===== config.mk =====
export PLATFORM = sky130hd
export DESIGN_NAME = blink_monitor_flat
export DESIGN_NICKNAME = d
export VERILOG_FILES = /design/src/rtl/blink_pkg.sv /design/src/rtl/blink_monitor_if.sv /design/src/rtl/sync_edge.sv /design/src/rtl/blink_monitor.sv /design/src/flat_wrapper.sv
export SDC_FILE = /design/constraint.sdc
export NUM_CORES = 1
export LEC_CHECK = 0
export BUFFER_PORTS_ARGS = -buffer_cell sky130_fd_sc_hd__buf_2
export CORE_ASPECT_RATIO = 1.1
export CORE_MARGIN = 2
export CORE_UTILIZATION = 55
export CTS_CLUSTER_SIZE = 16
export DETAILED_ROUTE_END_ITERATION = 16
export PLACE_DENSITY = 0.86
export SLEW_MARGIN = 0
export SYNTH_ARGS = -nofsm -noshare
export SYNTH_HDL_FRONTEND = slang
export SYNTH_SLANG_ARGS = --single-unit

===== constraint.sdc =====
create_clock -name clk -period 6.2 [get_ports clk]
set_clock_uncertainty 0.1 [all_clocks]
set_input_delay 0.93 -clock clk [delete_from_list [all_inputs] [get_ports clk]]
set_output_delay 0.93 -clock clk [all_outputs]
set_load 0.005 [all_outputs]

===== src/rtl/blink_pkg.sv =====
// Shared definitions for the blink generator / monitor pair.
//   state_e           : monitor FSM states
//   BLINK_HALF_PERIOD : nominal clocks between toggles, common to both ends
//   tol_lower()       : lower tolerance bound, clamped at zero
package blink_pkg;

    typedef enum logic [1:0] {
        IDLE,
        MEASURE,
        LOCKED
    } state_e;

    localparam int unsigned BLINK_HALF_PERIOD = 25000;

    function automatic int unsigned tol_lower(input int unsigned half_period,
                                              input int unsigned tol);
        return (tol > half_period) ? 0 : half_period - tol;
    endfunction

endpackage


===== src/rtl/blink_monitor_if.sv =====
// Bundle between the toggle source and the blink monitor.
//   B_in         : toggle bit under test (source -> monitor)
//   half_period  : last measured edge-to-edge clock count
//   period_valid : one-cycle pulse when half_period updates
//   locked       : signal matches the expected half-period
//   stall        : no edge seen within the allowed window
// master = source / observer side, slave = monitor side.
interface blink_monitor_if #(
    parameter int unsigned CNT_W = 16
);
    logic             B_in;
    logic [CNT_W-1:0] half_period;
    logic             period_valid;
    logic             locked;
    logic             stall;

    modport master (
        output B_in,
        input  half_period,
        input  period_valid,
        input  locked,
        input  stall
    );

    modport slave (
        input  B_in,
        output half_period,
        output period_valid,
        output locked,
        output stall
    );
endinterface


===== src/rtl/sync_edge.sv =====
// Two-flop synchroniser followed by a delay flop; flags any change of the
// synchronised bit.
//   clk, rst : clock, asynchronous active-high reset
//   i_async  : bit asynchronous to clk
//   o_sync   : synchronised level
//   o_edge   : high for one cycle after either a rising or falling edge
module sync_edge (
    input  logic clk,
    input  logic rst,
    input  logic i_async,
    output logic o_sync,
    output logic o_edge
);
    logic r_meta;
    logic r_sync;
    logic r_dly;

    always_ff @(posedge clk or posedge rst) begin
        if (rst) begin
            r_meta <= 1'b0;
            r_sync <= 1'b0;
            r_dly  <= 1'b0;
        end else begin
            r_meta <= i_async;
            r_sync <= r_meta;
            r_dly  <= r_sync;
        end
    end

    assign o_sync = r_sync;
    assign o_edge = r_sync ^ r_dly;
endmodule


===== src/rtl/blink_monitor.sv =====
// Receive-side checker for a periodic toggle bit. Measures the clock count
// between successive edges, declares lock after LOCK_COUNT consecutive
// in-tolerance half-periods and flags a stall when the bit stops toggling.
//   clk, rst : clock, asynchronous active-high reset
//   bus      : slave side of blink_monitor_if (B_in in; half_period,
//              period_valid, locked, stall out)
module blink_monitor
    import blink_pkg::*;
#(
    parameter int unsigned HALF_PERIOD = BLINK_HALF_PERIOD,
    parameter int unsigned TOL         = 16,
    parameter int unsigned LOCK_COUNT  = 4,
    parameter int unsigned CNT_W       = 16
) (
    input logic            clk,
    input logic            rst,
    blink_monitor_if.slave bus
);
    localparam logic [CNT_W-1:0] Limit   = CNT_W'(HALF_PERIOD + TOL + 1);
    // Bounds carry one extra bit so HALF_PERIOD+TOL never wraps.
    localparam logic [CNT_W:0]   TolLo   = (CNT_W + 1)'(tol_lower(HALF_PERIOD, TOL));
    localparam logic [CNT_W:0]   TolHi   = (CNT_W + 1)'(HALF_PERIOD + TOL);
    localparam logic [3:0]       LockMax = 4'(LOCK_COUNT);

    logic w_edge;
    logic w_sync_unused;

    state_e           r_state,        w_state_nxt;
    logic [CNT_W-1:0] r_cnt,          w_cnt_nxt;
    logic [3:0]       r_match,        w_match_nxt;
    logic [CNT_W-1:0] r_half_period,  w_half_period_nxt;
    logic             r_period_valid, w_period_valid_nxt;
    logic             r_locked,       w_locked_nxt;
    logic             r_stall,        w_stall_nxt;

    logic       w_in_tol;
    logic       w_cnt_will_hit;
    logic [3:0] w_match_inc;

    sync_edge u_sync_edge (
        .clk     (clk),
        .rst     (rst),
        .i_async (bus.B_in),
        .o_sync  (w_sync_unused),
        .o_edge  (w_edge)
    );

    assign w_in_tol       = ({1'b0, r_cnt} >= TolLo) && ({1'b0, r_cnt} <= TolHi);
    // Counter would reach Limit on this clock; an edge in the same cycle wins.
    assign w_cnt_will_hit = (r_cnt >= Limit - CNT_W'(1));
    assign w_match_inc    = (r_match < LockMax) ? 4'(r_match + 4'd1) : LockMax;

    always_comb begin
        w_state_nxt        = r_state;
        w_match_nxt        = r_match;
        w_half_period_nxt  = r_half_period;
        w_period_valid_nxt = 1'b0;
        w_locked_nxt       = r_locked;
        w_stall_nxt        = r_stall;

        if (w_edge) begin
            w_cnt_nxt = CNT_W'(1);
        end else if (r_cnt < Limit) begin
            w_cnt_nxt = r_cnt + CNT_W'(1);
        end else begin
            w_cnt_nxt = Limit;
        end

        unique case (r_state)
            IDLE: begin
                // First edge only starts the count; nothing to measure yet.
                if (w_edge) begin
                    w_state_nxt = MEASURE;
                    w_stall_nxt = 1'b0;
                end
            end
            MEASURE, LOCKED: begin
                if (w_edge) begin
                    w_half_period_nxt  = r_cnt;
                    w_period_valid_nxt = 1'b1;
                    if (w_in_tol) begin
                        w_match_nxt = w_match_inc;
                        if (w_match_inc == LockMax) begin
                            w_state_nxt  = LOCKED;
                            w_locked_nxt = 1'b1;
                        end else begin
                            w_state_nxt = MEASURE;
                        end
                    end else begin
                        w_match_nxt  = 4'd0;
                        w_locked_nxt = 1'b0;
                        w_state_nxt  = MEASURE;
                    end
                end else if (w_cnt_will_hit) begin
                    w_stall_nxt  = 1'b1;
                    w_locked_nxt = 1'b0;
                    w_match_nxt  = 4'd0;
                    w_state_nxt  = IDLE;
                end
            end
            default: begin
                w_state_nxt = IDLE;
            end
        endcase
    end

    always_ff @(posedge clk or posedge rst) begin
        if (rst) begin
            r_state        <= IDLE;
            r_cnt          <= '0;
            r_match        <= 4'd0;
            r_half_period  <= '0;
            r_period_valid <= 1'b0;
            r_locked       <= 1'b0;
            r_stall        <= 1'b0;
        end else begin
            r_state        <= w_state_nxt;
            r_cnt          <= w_cnt_nxt;
            r_match        <= w_match_nxt;
            r_half_period  <= w_half_period_nxt;
            r_period_valid <= w_period_valid_nxt;
            r_locked       <= w_locked_nxt;
            r_stall        <= w_stall_nxt;
        end
    end

    assign bus.half_period  = r_half_period;
    assign bus.period_valid = r_period_valid;
    assign bus.locked       = r_locked;
    assign bus.stall        = r_stall;
endmodule


===== src/flat_wrapper.sv =====
// flat-port wrapper written by rule: the top's interface ports become plain ports
module blink_monitor_flat import blink_pkg::*;
#(
    parameter int unsigned HALF_PERIOD = BLINK_HALF_PERIOD,
    parameter int unsigned TOL         = 16,
    parameter int unsigned LOCK_COUNT  = 4,
    parameter int unsigned CNT_W       = 16
)
  (clk, rst, bus_B_in, bus_half_period, bus_period_valid, bus_locked, bus_stall);
  blink_monitor_if #(.CNT_W(CNT_W)) bus_i ();
  input logic clk;
  input logic rst;
  input wire logic [$bits(bus_i.B_in)-1:0] bus_B_in;
  output wire logic [$bits(bus_i.half_period)-1:0] bus_half_period;
  output wire logic [$bits(bus_i.period_valid)-1:0] bus_period_valid;
  output wire logic [$bits(bus_i.locked)-1:0] bus_locked;
  output wire logic [$bits(bus_i.stall)-1:0] bus_stall;
  assign bus_i.B_in = bus_B_in;
  assign bus_half_period = bus_i.half_period;
  assign bus_period_valid = bus_i.period_valid;
  assign bus_locked = bus_i.locked;
  assign bus_stall = bus_i.stall;
  blink_monitor #(.HALF_PERIOD(HALF_PERIOD), .TOL(TOL), .LOCK_COUNT(LOCK_COUNT), .CNT_W(CNT_W)) u_core (.clk(clk), .rst(rst), .bus(bus_i));
endmodule

# == After elaboration in Yosys (flattened, before gate mapping) ==
# Cells that the tools add are included.
# totals
out_inout_bits,19
wordCells,58
regBits,44
# op_classes
bitwise_logic,1
reduce_logical,10
n_mux,22
n_eq_ne,8
n_lt_le_gt_ge,5
add_sub_neg,2
# ops
op,count
16-bit by 15-bit >= comparator with 1-bit output (second input constant),2
16-bit two-way mux,2
16-bit by 1-bit adder with 16-bit output (second input constant),1
16-bit by 15-bit <= comparator with 1-bit output (second input constant),1
16-bit by 15-bit less-than comparator with 1-bit output (second input constant),1
4-bit two-way mux,4
2-bit two-way mux,5
1-bit two-way mux,9
2-bit AND reduction,3
4-bit by 1-bit adder with 4-bit output (second input constant),1
4-bit by 3-bit equality test with 1-bit output (second input constant),1
4-bit by 3-bit less-than comparator with 1-bit output (second input constant),1
2-bit inequality test (second input constant),2
2-bit one-hot mux with 2 select lines,1
4-bit AND reduction,1
2-bit nonzero test,2
3-bit by 2-bit inequality test with 1-bit output (second input constant),1
3-bit inequality test (second input constant),1
3-bit AND reduction,1
2-bit by 1-bit equality test with 1-bit output (second input constant),1
2-bit equality test (second input constant),1
2-bit logical NOT,1
2-bit by 1-bit inequality test with 1-bit output (second input constant),1
1-bit one-hot mux with 2 select lines,1
other kinds (3),3

# == Depth between registers and ports, before layout ==
# logic_depth
depth_word,7
mapped_depth,8

# == Hierarchy ==
# From an unflattened synthesis, not the netlist that was laid out.
# unflattened
hier_cells,187
area_unflattened_um2,2082.0
# modules_own_cells
module,seq_area_each_um2,area_per_inst_um2,cells_each,instances
blink_monitor,1026.0,1994.4,182,1
sync_edge,75.1,87.6,5,1

# == Worst setup path after synthesis ==
# No wires, ideal clock.
# synth_path
path_type,reg-to-reg
startpoint,reg u_core.r_cnt[9]
endpoint,reg u_core.r_state[1]
arrival_time_ns,1.877
setup_slack_ns,4.141
path_stages_with_launch,6
synth_period_minus_slack_ns,2.059
path_buffers,0
setup_time_ns,0.083
path_cell_list,dfrtp_1 -> or4_4 -> nor4_4 -> nand2_1 -> or4_1 -> o21ai_0
# synth_via
elab_chain_len,5
word_cells_on_any_way,9
# synth_rtl
element,line,source
from (decl),blink_monitor.sv:29,"logic [CNT_W-1:0] r_cnt, w_cnt_nxt;"
from (signal assigned),blink_monitor.sv:118,r_cnt <= w_cnt_nxt;
16-bit by 15-bit >= comparator with 1-bit output or 16-bit by 15-bit <= comparator with 1-bit output (tied branches),blink_monitor.sv:48,"assign w_in_tol = ({1'b0, r_cnt} >= TolLo) && ({1'b0, r_cnt} <= TolHi);"
1-bit logical AND,blink_monitor.sv:48,
2-bit two-way mux,blink_monitor.sv:81,if (w_in_tol) begin
2-bit two-way mux,blink_monitor.sv:78,if (w_edge) begin
2-bit one-hot mux with 2 select lines,blink_monitor.sv:69,unique case (r_state)
to (signal assigned),blink_monitor.sv:117,r_state <= w_state_nxt;
to (decl),blink_monitor.sv:28,"state_e r_state, w_state_nxt;"
# Parallel ways exist; a longest one is shown, timed or not.
# A chain may end at the register's enable or synchronous reset.

# == Worst setup path in the final report ==
# layout_path
startpoint,reg u_core.u_sync_edge.r_dly
endpoint,reg u_core.r_state[1]
# layout_via
elab_chain_len,3
word_cells_on_any_way,6
# layout_rtl
element,line,source
from (decl),sync_edge.sv:16,logic r_dly;
from (signal assigned),sync_edge.sv:26,r_dly <= r_sync;
1-bit XOR *,sync_edge.sv:31,assign o_edge = r_sync ^ r_dly;
"2-bit two-way mux, or another cell as far along",blink_monitor.sv:78,
2-bit one-hot mux with 2 select lines or 2-bit AND reduction (tied branches),-,
# Every way passes the cells marked *; elsewhere a longest branch is shown, timed or not.

==> flow_metrics.tcl <==
set metrics [dict create \
    status "finished, final reports clean" \
    cp.required_ns 6.37 \
    wire_per_inst_um 13.7 \
    post_dp_cell_area_um2 2150 \
    fp.dieW_um 61.4 \
    fin_tns_setup_ns 0 \
    fmax_ghz 0.334 \
    rsz0062_at_grt "no" \
    setup-violations-final 0 \
    port-buffer-count 21 \
    viasPerCell 5.48 \
    hold_class "reg -> reg" \
    synth.distinct_cells 33 \
    worstSkewPairLatency_ns 0.34 \
    clk_pin_slew_ns 0.11 \
    leakagePower_nw 1.03 \
    final_max_slew_viol_count 0 \
    slew_headroom_pct 26.3 \
    cts_buffers 5 \
    yosys_warnings 0 \
    final_util_pct 64.6 \
    num_rows 22 \
    hold_viol 0 \
    ctsResizeCount 0 \
    diodes 0 \
    drc 0 \
    grt_antenna_before_repair 0 \
    grt_pass1_wl_um 5910 \
    critPathMaxFanout 21 \
    layout_commonest_cell "dfrtp_1" \
    dp_hpwl_um 2420 \
    drv_cap 0 \
    clk_path_buf_depth 2 \
    dieArea_um2 4130 \
    synth-seq-area-share_pct 55.2 \
    crit_type "reg -> reg" \
    postCtsSetupRepairBufs 0 \
    ioPinCount 22 \
    die_h_um 67.2 \
    nets 212 \
    layout_common_cells "44 x dfrtp_1, 21 x buf_2, 17 x nor2_1" \
    cellPowerDensity_nw_per_um2 303 \
    fillers 291 \
    setup_ws_ns 3.21 \
    final_area_um2 2200 \
    endpoint_kind "register" \
    hold_buffers 0 \
    syn-instance-count 181 \
    cts_tree "yes" \
    grt_usage_pct 19.7 \
    dp_slack_ns 3.26 \
    fp.coreArea_um2 3410 \
    fin_crit_ns 2.99 \
    grt_max_degree 45 \
    finalCritPeriodShare_pct 48.3 \
    root_buffer "clkbuf_4" \
    detailroute.via_count 1386 \
    wl_um 3450 \
    place.gp.congestion 0.771 \
    drive_above_1_share_pct 22.4 \
    synth-seq-cells 44 \
    grt_overflow 0 \
    dr.pass1.iters 4 \
    worst_pin_slew_ns 1.10 \
    drt-initial-drc-count 47 \
    syn_area_per_cell_um2 11.0 \
    peakVddDrop_v 0.000166 \
    grt_pass1_vias 1314 \
    antenna_left 0 \
    synth_area_um2 2000 \
    start_util_pct 58.5 \
    clkSinkCount 44 \
    cp-start-kind "register" \
    arrival_ns 3.17 \
    syn_to_final_growth_pct 10.5 \
    h-tree-depth 2 \
    syn-num-nets 189 \
]
worst max-delay path, stage by stage (launching register included):
cell and delay [ns]:
dfrtp_1 0.42, xor2_1 0.87, nand2_1 0.76, or4_1 0.68, o21ai_0 0.08
synth_stat cells:
library cell | instances | area, um2
a21oi_1 | 11 | 55.1
a31oi_1 | 1 | 6.26
a32oi_1 | 1 | 8.76
and2_0 | 1 | 6.26
and2_1 | 1 | 6.26
and3_1 | 5 | 31.3
and4_1 | 1 | 8.76
clkbuf_1 | 6 | 22.5
conb_1 | 1 | 3.75
dfrtp_1 | 44 | 1100
ha_1 | 5 | 62.6
inv_1 | 7 | 26.3
mux2_2 | 14 | 158
nand2_1 | 14 | 52.6
nand2b_1 | 2 | 12.5
nand3_1 | 10 | 50.1
nand4_1 | 4 | 25.0
nor2_1 | 17 | 63.8
nor2b_1 | 1 | 6.26
nor3_1 | 2 | 10.0
nor4_4 | 1 | 21.3
o211ai_1 | 1 | 7.51
o21a_1 | 3 | 22.5
o21ai_0 | 6 | 30.0
o21bai_1 | 1 | 7.51
o311ai_0 | 1 | 8.76
o41ai_1 | 1 | 8.76
o41ai_2 | 1 | 16.3
or2_2 | 1 | 6.26
or4_1 | 1 | 7.51
or4_4 | 1 | 11.3
xnor2_1 | 6 | 52.6
xor2_1 | 9 | 78.8
worst paths after layout:
check | cells past startpoint | slack, ns | endpoint | start
setup / recovery | 4 | 3.21 | u_core.r_state[1] | u_core.u_sync_edge.r_dly
hold / removal | 0 | 0.27 | u_core.u_sync_edge.o_sync | u_core.u_sync_edge.r_meta
max in group asynchronous | 3 | 5.05 | u_core.r_cnt[12] | rst
setup reg to reg | 4 | 3.21 | u_core.r_state[1] | u_core.u_sync_edge.r_dly
min in group asynchronous | 3 | 0.59 | u_core.r_cnt[2] | rst
hold reg to reg | 0 | 0.27 | u_core.u_sync_edge.o_sync | u_core.u_sync_edge.r_meta
cell families after synthesis:
group | count (synthesis) | synth area share [%]
compound gates | 27 | 8.59
xor+xnor | 15 | 6.58
fa+ha+maj | 5 | 3.13
buf+inv | 13 | 2.45
flops | 44 | 55.2
mux | 14 | 7.90
other cells | 1 | 0.188
simple gates | 62 | 16.0
routing by layer:
metal | share of wire (%) | track usage, % | wire length (um) | vias to the layer above
met1 | 44 | 26.5 | 1530 | 682
met2 | 50 | 31.4 | 1720 | 26
li1 | - | - | - | 672
met5 | 0 | 0 | 0 | -
met4 | 1.6 | 5.59 | 54 | 0
met3 | 4.1 | 5.36 | 143 | 6
sequential cells by signal, summed over array words and instances, names as in the netlist:
register and count:
u_core.r_match 4, u_core.r_state 2, u_core.r_cnt 16, u_core.u_sync_edge.o_sync 1
u_core.bus.period_valid 1, u_core.bus.half_period 16, u_core.bus.stall 1, u_core.u_sync_edge.r_meta 1
u_core.u_sync_edge.r_dly 1, u_core.bus.locked 1
cell type report:
type | instances | area, um2 | share of cell area [%]
sequential | 44 | 1100 | 49.9
clock buffer | 8 | 58.8 | 2.67
tap | 48 | 60.1 | 2.72
inverter | 7 | 26.3 | 1.19
timing repair buffer | 22 | 113 | 5.11
multi-input combinational | 124 | 846 | 38.4
per-stage QoR:
| stage | hold WS [ns] | cells | power, mW |
|---|---|---|---|
| 2_1_floorplan | 0.231 | 181 | 0.474 |
| 3_3_place_gp | 0.255 | 245 | 0.530 |
| 3_5_place_dp | 0.259 | 245 | 0.537 |
| 4_1_cts | 0.281 | 253 | 0.674 |
| 5_1_grt | 0.276 | 253 | 0.708 |
| 6_report | 0.271 | 253 | 0.668 |
power breakdown:
group	switching (mW)	internal, mW	leakage (nW)	total (mW)
logic	0.0831	0.0804	0.429	0.163
clock network	0.0832	0.0561	0.0326	0.139
registers	0.0310	0.334	0.570	0.365
Power figures use the tool's default switching activity.
